File: config.mk
export PLATFORM = sky130hd
export DESIGN_NAME = ext_mem_arbiter_8051
export DESIGN_NICKNAME = d
export VERILOG_FILES = /design/src/rtl/ext_mem_arb_pkg.sv /design/src/rtl/ext_mem_wait_cnt.sv /design/src/rtl/ext_mem_arbiter_8051.sv
export SDC_FILE = /design/constraint.sdc
export NUM_CORES = 1
export LEC_CHECK = 0
export BUFFER_PORTS_ARGS = -buffer_cell sky130_fd_sc_hd__buf_2
export CORE_MARGIN = 2
export CORE_UTILIZATION = 45
export DETAILED_ROUTE_END_ITERATION = 12
export GPL_TIMING_DRIVEN = 0
export PLACE_DENSITY = 0.73
export SLEW_MARGIN = 20
export SYNTH_ARGS = -nofsm -noshare
export SYNTH_HDL_FRONTEND = slang
export SYNTH_SLANG_ARGS = --single-unit
File: constraint.sdc
create_clock -name clk -period 2.15 [get_ports clk]
set_input_delay 0.1075 -clock clk [delete_from_list [all_inputs] [get_ports clk]]
set_output_delay 0.1075 -clock clk [all_outputs]
set_load 0.01 [all_outputs]
File: src/rtl/ext_mem_arb_pkg.sv
// ext_mem_arb_pkg: shared state encoding, grant codes and error read data for the external memory arbiter.
package ext_mem_arb_pkg;

   typedef enum logic [1:0] {ST_IDLE, ST_FETCH, ST_DATA, ST_DONE} state_t;

   localparam logic [1:0] GNT_NONE  = 2'b00;
   localparam logic [1:0] GNT_FETCH = 2'b01;
   localparam logic [1:0] GNT_DATA  = 2'b10;

   localparam logic [7:0] RD_ERR_DATA = 8'hFF;

endpackage

File: src/rtl/ext_mem_wait_cnt.sv
// ext_mem_wait_cnt: bus wait-state counter; expired_o flags the last allowed cycle before an abort.
module ext_mem_wait_cnt #(
   parameter int TIMEOUT = 255
) (
   input  logic clk,
   input  logic rst,
   input  logic clr_i,
   input  logic en_i,
   output logic expired_o
);

   localparam int CW = $clog2(TIMEOUT);

   logic [CW-1:0] cnt_q;

   assign expired_o = cnt_q == CW'(TIMEOUT - 1);

   always_ff @(posedge clk or posedge rst)
      if (rst)
         cnt_q <= '0;
      else if (clr_i)
         cnt_q <= '0;
      else if (en_i && !expired_o)
         cnt_q <= cnt_q + 1'b1;

endmodule

File: src/rtl/ext_mem_arbiter_8051.sv
// ext_mem_arbiter_8051: round-robin arbiter sharing one stb/ack memory bus between
// the instruction fetch and XRAM data requesters, with a hung-cycle timeout.
module ext_mem_arbiter_8051
   import ext_mem_arb_pkg::*;
#(
   parameter int AW        = 16,
   parameter int DW        = 8,
   parameter int TIMEOUT   = 255,
   parameter int DATA_PRIO = 1
) (
   input  logic          clk,
   input  logic          rst,
   input  logic          i_req,
   input  logic [AW-1:0] i_adr,
   output logic          i_ack,
   output logic [DW-1:0] i_dat,
   input  logic          d_req,
   input  logic          d_we,
   input  logic [AW-1:0] d_adr,
   input  logic [DW-1:0] d_wdat,
   output logic          d_ack,
   output logic [DW-1:0] d_rdat,
   output logic          bus_stb,
   output logic          bus_we,
   output logic [AW-1:0] bus_adr,
   output logic [DW-1:0] bus_wdat,
   input  logic          bus_ack,
   input  logic [DW-1:0] bus_rdat,
   output logic          busy,
   output logic [1:0]    grant,
   output logic          timeout_err
);

   state_t        state_q, state_d;
   logic [1:0]    gnt_q, gnt_d, last_q, last_d;
   logic [AW-1:0] adr_q, adr_d;
   logic          we_q, we_d;
   logic [DW-1:0] wdat_q, wdat_d, dat_q, dat_d;
   logic          err_q, err_d;
   logic          active, expired, pick_data;

   assign active    = state_q == ST_FETCH || state_q == ST_DATA;
   // data wins when it is alone, or on a tie when fetch was served last
   assign pick_data = d_req && (!i_req || last_q == GNT_FETCH);

   ext_mem_wait_cnt #(.TIMEOUT(TIMEOUT)) u_wait_cnt (
      .clk       (clk),
      .rst       (rst),
      .clr_i     (!active),
      .en_i      (active && !bus_ack),
      .expired_o (expired)
   );

   always_comb begin
      state_d = state_q;
      gnt_d   = gnt_q;
      last_d  = last_q;
      adr_d   = adr_q;
      we_d    = we_q;
      wdat_d  = wdat_q;
      dat_d   = dat_q;
      err_d   = err_q;
      case (state_q)
         ST_IDLE:
            if (i_req || d_req) begin
               state_d = pick_data ? ST_DATA : ST_FETCH;
               gnt_d   = pick_data ? GNT_DATA : GNT_FETCH;
               adr_d   = pick_data ? d_adr : i_adr;
               we_d    = pick_data && d_we;
               wdat_d  = pick_data ? d_wdat : '0;
            end
         ST_FETCH, ST_DATA:
            if (bus_ack) begin
               state_d = ST_DONE;
               dat_d   = we_q ? '0 : bus_rdat;
            end else if (expired) begin
               state_d = ST_DONE;
               dat_d   = we_q ? '0 : DW'(RD_ERR_DATA);
               err_d   = 1'b1;
            end
         ST_DONE: begin
            state_d = ST_IDLE;
            last_d  = gnt_q;
         end
         default: state_d = ST_IDLE;
      endcase
   end

   always_ff @(posedge clk or posedge rst)
      if (rst) begin
         state_q <= ST_IDLE;
         gnt_q   <= GNT_NONE;
         last_q  <= (DATA_PRIO != 0) ? GNT_FETCH : GNT_DATA;
         adr_q   <= '0;
         we_q    <= 1'b0;
         wdat_q  <= '0;
         dat_q   <= '0;
         err_q   <= 1'b0;
      end else begin
         state_q <= state_d;
         gnt_q   <= gnt_d;
         last_q  <= last_d;
         adr_q   <= adr_d;
         we_q    <= we_d;
         wdat_q  <= wdat_d;
         dat_q   <= dat_d;
         err_q   <= err_d;
      end

   // outputs decode from state so an asynchronous reset drops them at once
   assign bus_stb     = active;
   assign bus_we      = active && we_q;
   assign bus_adr     = adr_q;
   assign bus_wdat    = wdat_q;
   assign busy        = state_q != ST_IDLE;
   assign grant       = busy ? gnt_q : GNT_NONE;
   assign i_ack       = state_q == ST_DONE && gnt_q == GNT_FETCH;
   assign d_ack       = state_q == ST_DONE && gnt_q == GNT_DATA;
   assign i_dat       = i_ack ? dat_q : '0;
   assign d_rdat      = d_ack ? dat_q : '0;
   assign timeout_err = err_q;

endmodule

== Yosys cells after proc, flatten, opt, wreduce, memory -nomap -nowiden ==
Index checks and enable logic that the tools add are counted.
Storage, ports and cells
  register bits: 48
  bits in latches: 0
  bits in writable memories: 0
  bits in read-only memories: 0
  output and inout port bits: 48
  memories kept: 0
Cells by class
  add/subtract/negate cells: 1
  $mul: 0
  divide/modulo/power cells: 0
  order comparisons: 0
  equal/unequal tests: 10
  shift-type cells: 0
  mux-type cells: 16
  bitwise logic cells: 1
  reductions and logical operators: 21
Operators with widths (number)
  $mux W8: 9
  $mux W16: 1
  $mux W2: 5
  $add A8 B1 Y8 const B: 1
  $eq A8 B8 Y1 const B: 1
  $logic_and A1 B1 Y1: 7
  $eq A2 B1 Y1 const B: 3
  $eq A2 B2 Y1 const B: 3
  $pmux W2 S3: 1
  $reduce_and A2 Y1: 3
  $reduce_bool A2 Y1: 2
  $logic_not A1 Y1: 3
  $logic_or A1 B1 Y1: 3
  $ne A3 B2 Y1 const B: 1
  $reduce_and A3 Y1: 1
  $logic_not A2 Y1: 1
  $ne A2 B1 Y1 const B: 1
  $ne A2 B2 Y1 const B: 1
  $reduce_or A2 Y1: 1
  $not A1 Y1: 1

== Longest topological paths before layout ==
Gate-level depths: netlist of run 1.
  depth after elaboration: 6
  mapped depth: 7
  gate-level depth less buffers: 6

== Modules after synthesis ==
Synthesis of run 1 repeated with hierarchy kept, for this count alone.
Second synthesis, totals
  cells, all modules: 275
  area, all modules: 2622.5 µm²
By module, submodules not included
  ext_mem_arbiter_8051: instances 1, cells each 223, area each 2133.3 µm²
  ext_mem_wait_cnt: instances 1, cells each 52, area each 489.2 µm²

== Worst setup path after synthesis of run 1 ==
Ideal clock, no wire load.
  path type: register to register
  start: register state_q[0]
  end: register state_q[0]
  setup time: 0.131 ns
  data arrival time: 1.507 ns
  data required time: 2.019 ns
  setup slack: 0.513 ns
  stages on the path, launching flop included: 8
  clock period less this slack: 1.637 ns
  cells stage by stage: dfrtp_1 -> inv_1 -> ha_1 -> inv_1 -> clkbuf_1 -> nor2_1 -> a31oi_1 -> o2bb2ai_1
Between the ends
  longest elaborated chain between the ends: 4
RTL lines
  start: declaration: RTL line ext_mem_arbiter_8051.sv:34  | state_t state_q, state_d;
  start signal: assignment: RTL line ext_mem_arbiter_8051.sv:100  | state_q <= state_d;
  $eq A2 B1 Y1 / $eq A2 B2 Y1 (equally long branches): RTL line ext_mem_arbiter_8051.sv:63  | case (state_q)
  $reduce_or A2 Y1: RTL line ext_mem_arbiter_8051.sv:63
  $ne A3 B2 Y1 (no source line)
  $reduce_and A2 Y1 (no source line)
Several ways; a longest one is shown, not always the timed one.
A chain may end at the register's enable or synchronous reset.

== Final worst setup path of run 1 ==
Ends and elaborated chain as after synthesis.

==> flow_metrics.tcl, run 1 <==
set metrics [dict create \
    pwr_density_cell_mw_per_mm2 1230 \
    hpwl_after_dpl_microns 4180 \
    end_kind "register" \
    worst_ir_drop_vdd_v 0.000594 \
    start_util_pct 47.2 \
    critPathBufInv 3 \
    synth_seq_cells 48 \
    post_cts_buffers 0 \
    hold_path_class "input port to register" \
    drc 0 \
    cp.required_ns 2.32 \
    place.port_buffers 101 \
    synth_enable_flop_cells 0 \
    finalSetupViolCount 0 \
    static-leakage-power_nw 1.67 \
    floorplan.core_area_sq_mm 0.00517 \
    layout.area.seq_sq_mm 0.00120 \
    ys.flop_type "dfrtp_1" \
    cts_resized 0 \
    insertion_delay_ns 0.30 \
    multiInputGateArea_sq_mm 0.00110 \
    tritoncts.num_buffers 5 \
    run_status "finished, final reports clean" \
    detail_route.wl_per_cell_microns 12.7 \
    final.setup_skew_ns 0.0118 \
    grt_start_max_net_pins 28 \
    achievable-frequency_mhz 543 \
    post-synth-top-area-fraction_pct 48.2 \
    first_pass_grt_wire_length_microns 9250 \
    globalRoute.totalOverflow 0 \
    ys.warnings.count 0 \
    die_width_microns 77.7 \
    worst_hold_path_stage_count 3 \
    ios 102 \
    maxCapViolCount 0 \
    htreeDepth 2 \
    share_of_final_layout_standard_cells_stronger_than_drive_strength_1_pct 36.3 \
    total_cell_area_at_the_placement_stage_sq_mm 0.00305 \
    maxSlewHeadroom_pct 66.1 \
    worst_r2r_path_depth 7 \
    final_min_period_over_clock_period_pct 85.7 \
    first_global_vias 2053 \
    timing_worst_setup_path_type "register to register" \
    cpLargestDelayFamily "buffers and inverters" \
    worst_ep_arrival_time_ns 2.01 \
    drt.antenna.violating_nets 0 \
    numPlacedInstances 416 \
    netlist-cell-type-count 40 \
    grt_setup_unrepaired "false" \
    max_root_sink_buffers 2 \
    ys_async_sr_fraction_pct 100 \
    ys_top_cells_by_area "dfrtp_1 (48%), mux2i_1 (7.0%), nand2_1 (5.1%)" \
    maxSlewViolCount 0 \
    final_cell_count_no_fill 425 \
    gr-usage-all-layers_pct 18.8 \
    num_vias 2082 \
    syn_inst 244 \
    worst_setup_hold_path_clk_slew_ns 0.09 \
    drt_pre_antenna_iters 4 \
    drt_iter0_drc 85 \
    timing_worst_slew_pin_value_ns 0.505 \
    synth.yosys.seq_area_share_pct 49.3 \
    cts_tree "done" \
    wire_length_reported_by_the_detailed_router_microns 5400 \
    timing.critical_path.from_type "register" \
    crit_cells 7 \
    place.gp.congestion 0.830 \
    synthToLayoutAreaGrowth_pct 29.5 \
    die_area_sq_mm 0.00603 \
    initial_antenna_violation_count 0 \
    cp_max_stage_delay_ns 0.39 \
    synthesis.area_sq_mm 0.00244 \
    netlist.top_cell.by_area "dfrtp_1" \
    final.fill_count 453 \
    cts_sinks 48 \
    crit_top_cell "inv_1" \
    final-hold-violation-count 0 \
    fin_nets 412 \
    dieHeight_microns 77.7 \
    mappedNetlistNets 302 \
    final_period_minus_worst_setup_slack_ns 1.84 \
    avgSynthCellArea_sq_um 10.0 \
    post_drt_via_cell_ratio 4.90 \
    rows 26 \
    crit_fanout 10 \
    post-route-cell-area_sq_mm 0.00316 \
    fin_tns_setup_ns 0 \
    cts_root_buf "clkbuf_8" \
    critical-path-slowest-cell "clkbuf_1" \
    worst_path_cell_trace "inv_1, ha_1, inv_1, clkbuf_1, nor2_1, a31oi_1, o2bb2ai_1" \
    total_inserted_antenna_cells 0 \
]
report_power, final:
| part | leakage, nW | total, mW | internal (mW) | switching [mW] |
|---|---|---|---|---|
| clock network | 0.0434 | 0.558 | 0.260 | 0.298 |
| logic | 1.03 | 1.80 | 0.799 | 1.00 |
| registers | 0.596 | 1.51 | 1.29 | 0.225 |
routing by layer:
| metal | part of all wire (%) | vias to the layer above | global-route usage [%] |
|---|---|---|---|
| met1 | 43 | 948 | 23.5 |
| met5 | 0 | - | 0 |
| met2 | 48 | 85 | 33.1 |
| met4 | 0.83 | 0 | 4.82 |
| met3 | 7.5 | 4 | 3.95 |
| li1 | - | 1045 | - |
sequential cells by signal, summed over array words and instances (netlist names):
signal,cells
gnt_q,2
bus_adr,16
last_q,2
dat_q,8
bus_wdat,8
timeout_err,1
state_q,2
we_q,1
u_wait_cnt.cnt_q,8
cells in the mapped netlist (3+ instances only):
library cell,n
a21oi_1,12
and2_1,17
buf_4,3
clkbuf_1,8
dfrtp_1,47
ha_1,4
inv_1,18
mux2_4,8
mux2i_1,17
nand2_1,33
nand3_1,4
nand4_1,3
nor2_1,10
nor2b_1,4
o21ai_0,24
area by class of cell:
class / count / share of cell area, %
buffer: 13 / 2.18
clock buffer: 6 / 2.61
clock inverter: 2 / 0.475
inverter: 18 / 2.14
multi-input combinational: 165 / 34.9
sequential: 48 / 38.0
tap: 70 / 2.77
timing repair buffer: 103 / 16.9
final timing paths:
kind	end	start	slack [ns]
worst max-delay path	state_q[0]	state_q[0]	0.31
worst min-delay path	bus_wdat[4]	d_wdat[4]	0.03
worst max register to register	state_q[0]	state_q[0]	0.31
worst min register to register	bus_wdat[3]	bus_wdat[3]	0.48
max in group asynchronous	state_q[0]	rst	1.28
min in group asynchronous	u_wait_cnt.cnt_q[5]	rst	0.37
what timing repair did:
action	4_1_cts	5_1_grt
endpoints found under the hold margin	20	0
hold buffers	1	0
endpoints found under the setup margin	0	0
cell usage in the layout, fill, tap and decap left out, types with 10 or more instances in the layout:
| cell type | n |
|---|---|
| a21oi_1 | 12 |
| and2_1 | 17 |
| buf_2 | 102 |
| dfrtp_1 | 47 |
| inv_1 | 17 |
| mux2i_1 | 17 |
| nand2_1 | 33 |
| nor2_1 | 10 |
| o21ai_0 | 24 |
worst register-to-register path, delay by kind of cell (launching register included):
family | cells | cell delay (ns)
AOI/OAI and AO/OA | 2 | 0.25
buffers and inverters | 3 | 0.63
and+or+nand+nor | 1 | 0.12
adders and majority gates | 1 | 0.34
DFF | 1 | 0.38
through the flow:
step	worst slack, ns	total power [mW]	hold slack [ns]	util, %
5_1_grt	0.149	4.19	0.0468	61.1
3_3_place_gp	0.278	3.29	0.342	58.7
4_1_cts	0.294	3.92	0.0251	61.1
3_5_place_dp	0.316	3.35	0.159	59.0
6_report	0.308	3.87	0.0300	61.1
2_1_floorplan	0.513	2.70	0.235	-
cells by family (layout without fill, tap and decap cells):
logic type | Yosys count | count (layout) | synth area share [%]
fa+ha+maj | 4 | 4 | 2.05
flops | 48 | 48 | 49.3
compound gates | 55 | 55 | 13.9
simple gates | 78 | 78 | 16.2
buf+inv | 31 | 142 | 5.59
xor+xnor | 3 | 3 | 1.08
mux | 25 | 25 | 11.9
(Power assumes the default switching activity.)
==> inputs of run 2 (changes only) <==
- MAX_ROUTING_LAYER: unset -> met4
==> flow_metrics.tcl, run 2 (same netlist as run 1, synthesis figures left out) <==
set metrics [dict create \
    cts_tree "done" \
    place.gp.congestion 0.842 \
    maxCapViolCount 0 \
    share_of_final_layout_standard_cells_stronger_than_drive_strength_1_pct 36.3 \
    grt_setup_unrepaired "false" \
    final.setup_skew_ns 0.0122 \
    place.port_buffers 101 \
    initial_antenna_violation_count 0 \
    largest_reg_flops 16 \
    static-leakage-power_nw 1.67 \
    maxSlewViolCount 0 \
    layout_commonest_cell "buf_2" \
    synthToLayoutAreaGrowth_pct 29.5 \
    drc 0 \
    worst_path_cell_trace "inv_1, ha_1, inv_1, clkbuf_1, nor2_1, a31oi_1, o2bb2ai_1" \
    critical-path-slowest-cell "clkbuf_1" \
    routing_usage_on_met3_pct 4.88 \
    post_drt_via_cell_ratio 4.88 \
    fin_tns_setup_ns 0 \
    total_cell_area_at_the_placement_stage_sq_mm 0.00305 \
    total_inserted_antenna_cells 0 \
    final_period_minus_worst_setup_slack_ns 1.85 \
    timing_worst_slew_pin_value_ns 0.502 \
    finalSetupViolCount 0 \
    global_route.usage.met2_pct 33.1 \
    die_area_sq_mm 0.00603 \
    drt_iter0_drc 85 \
    drt.antenna.violating_nets 0 \
    post-route-util_pct 61.1 \
    crit_fanout 10 \
    post_cts_buffers 0 \
    regToRegStartpoint "state_q[0]" \
    die_width_microns 77.7 \
    worst_hold_path_stage_count 3 \
    gr-usage-all-layers_pct 19.4 \
    gr-usage-met1_pct 23.6 \
    detail_route.wl_per_cell_microns 12.7 \
    hold_path_class "input port to register" \
    timing_worst_setup_path_type "register to register" \
    hold_path.startpoint "d_wdat[4]" \
    wire_length_reported_by_the_detailed_router_microns 5400 \
    rows 26 \
    report.power.total_mw 3.87 \
    worst_r2r_path_depth 7 \
    insertion_delay_ns 0.30 \
    crit_top_cell "inv_1" \
    worst_ep_arrival_time_ns 2.01 \
    internal_reg_to_reg_setup_slack_ns 0.30 \
    hpwl_after_dpl_microns 4180 \
    worst_ir_drop_vdd_v 0.000594 \
    worst_setup_hold_path_clk_slew_ns 0.09 \
    final-hold-violation-count 0 \
    ios 102 \
    start_util_pct 47.2 \
    gr-max-usage-layer "met2" \
    layout.cells.most_common_list "buf_2 (102), dfrtp_1 (47), nand2_1 (33)" \
    fin_nets 412 \
    cts-hold-fix-buffers 1 \
    cts_root_buf "clkbuf_8" \
    final_min_period_over_clock_period_pct 85.8 \
    htreeDepth 2 \
    end_kind "register" \
    dieHeight_microns 77.7 \
    run_status "finished, final reports clean" \
    max_root_sink_buffers 2 \
    tritoncts.num_buffers 5 \
    globalRoute.totalOverflow 0 \
    timing.rr.end "state_q[0]" \
    drt_pre_antenna_iters 4 \
    timing.critical_path.from_type "register" \
    achievable-frequency_mhz 542 \
    grt_start_max_net_pins 28 \
    whs_endpoint "bus_wdat[4]" \
    first_global_vias 2049 \
    floorplan.core_area_sq_mm 0.00517 \
    num_vias 2075 \
    first_pass_grt_wire_length_microns 9260 \
    maxSlewHeadroom_pct 66.4 \
    pwr_density_cell_mw_per_mm2 1220 \
    post-route-cell-area_sq_mm 0.00316 \
    cp_max_stage_delay_ns 0.39 \
    cp.required_ns 2.32 \
    cts_resized 0 \
    cts_sinks 48 \
]
==> run 2: cell counts in the layout (fill, tap and decap cells not counted) <==
Identical to the previous run, type by type.
==> run 2: power breakdown <==
group / internal [mW] / switching [mW] / total (mW)
Clock: 0.260 / 0.296 / 0.556
Sequential: 1.29 / 0.224 / 1.51
Combinational: 0.799 / 1.00 / 1.80
Total: 2.35 / 1.52 / 3.87
==> run 2: per-layer routing <==
layer / routed length, microns / vias up
met3: 396 / 2
met2: 2630 / 81
met1: 2350 / 948
met5: 0 / -
li1: - / 1044
met4: 17 / 0
==> run 2: per-stage QoR <==
step	hold WS [ns]	setup WS [ns]	instances
2_1_floorplan	0.235	0.513	244
4_1_cts	0.0251	0.294	425
3_3_place_gp	0.342	0.278	415
6_report	0.0316	0.305	425
3_5_place_dp	0.159	0.316	416
5_1_grt	0.0425	0.145	425
==> run 2: worst max path at each step <==
stage | startpoint | end | slack (ns) | cells past startpoint
final | state_q[0] | state_q[0] | 0.30 | 7
after CTS | state_q[0] | state_q[0] | 0.29 | 7
after detailed placement | state_q[0] | state_q[0] | 0.32 | 7
after floorplan | state_q[0] | state_q[0] | 0.51 | 7
after global routing | state_q[1] | d_rdat[5] | 0.14 | 5
after global placement | rst | bus_adr[10] | 0.28 | 2
==> run 2: layout make-up <==
type | instances | area [sq um]
Fill cell | 453 | 2010
Sequential cell | 48 | 1200
Multi-Input combinational cell | 165 | 1100
Timing Repair Buffer | 103 | 536
Tap cell | 70 | 87.6
Clock buffer | 6 | 82.6
Buffer | 13 | 68.8
Inverter | 18 | 67.6
Clock inverter | 2 | 15.0
==> run 2: critical path, delay by kind of cell (launching register included) <==
kind | cells | cell delay [ns]
adder cells (fa/ha/maj) | 1 | 0.34
flip-flops | 1 | 0.38
buffers and inverters | 3 | 0.63
AND/OR/NAND/NOR | 1 | 0.12
AO/OA/AOI/OAI | 2 | 0.25
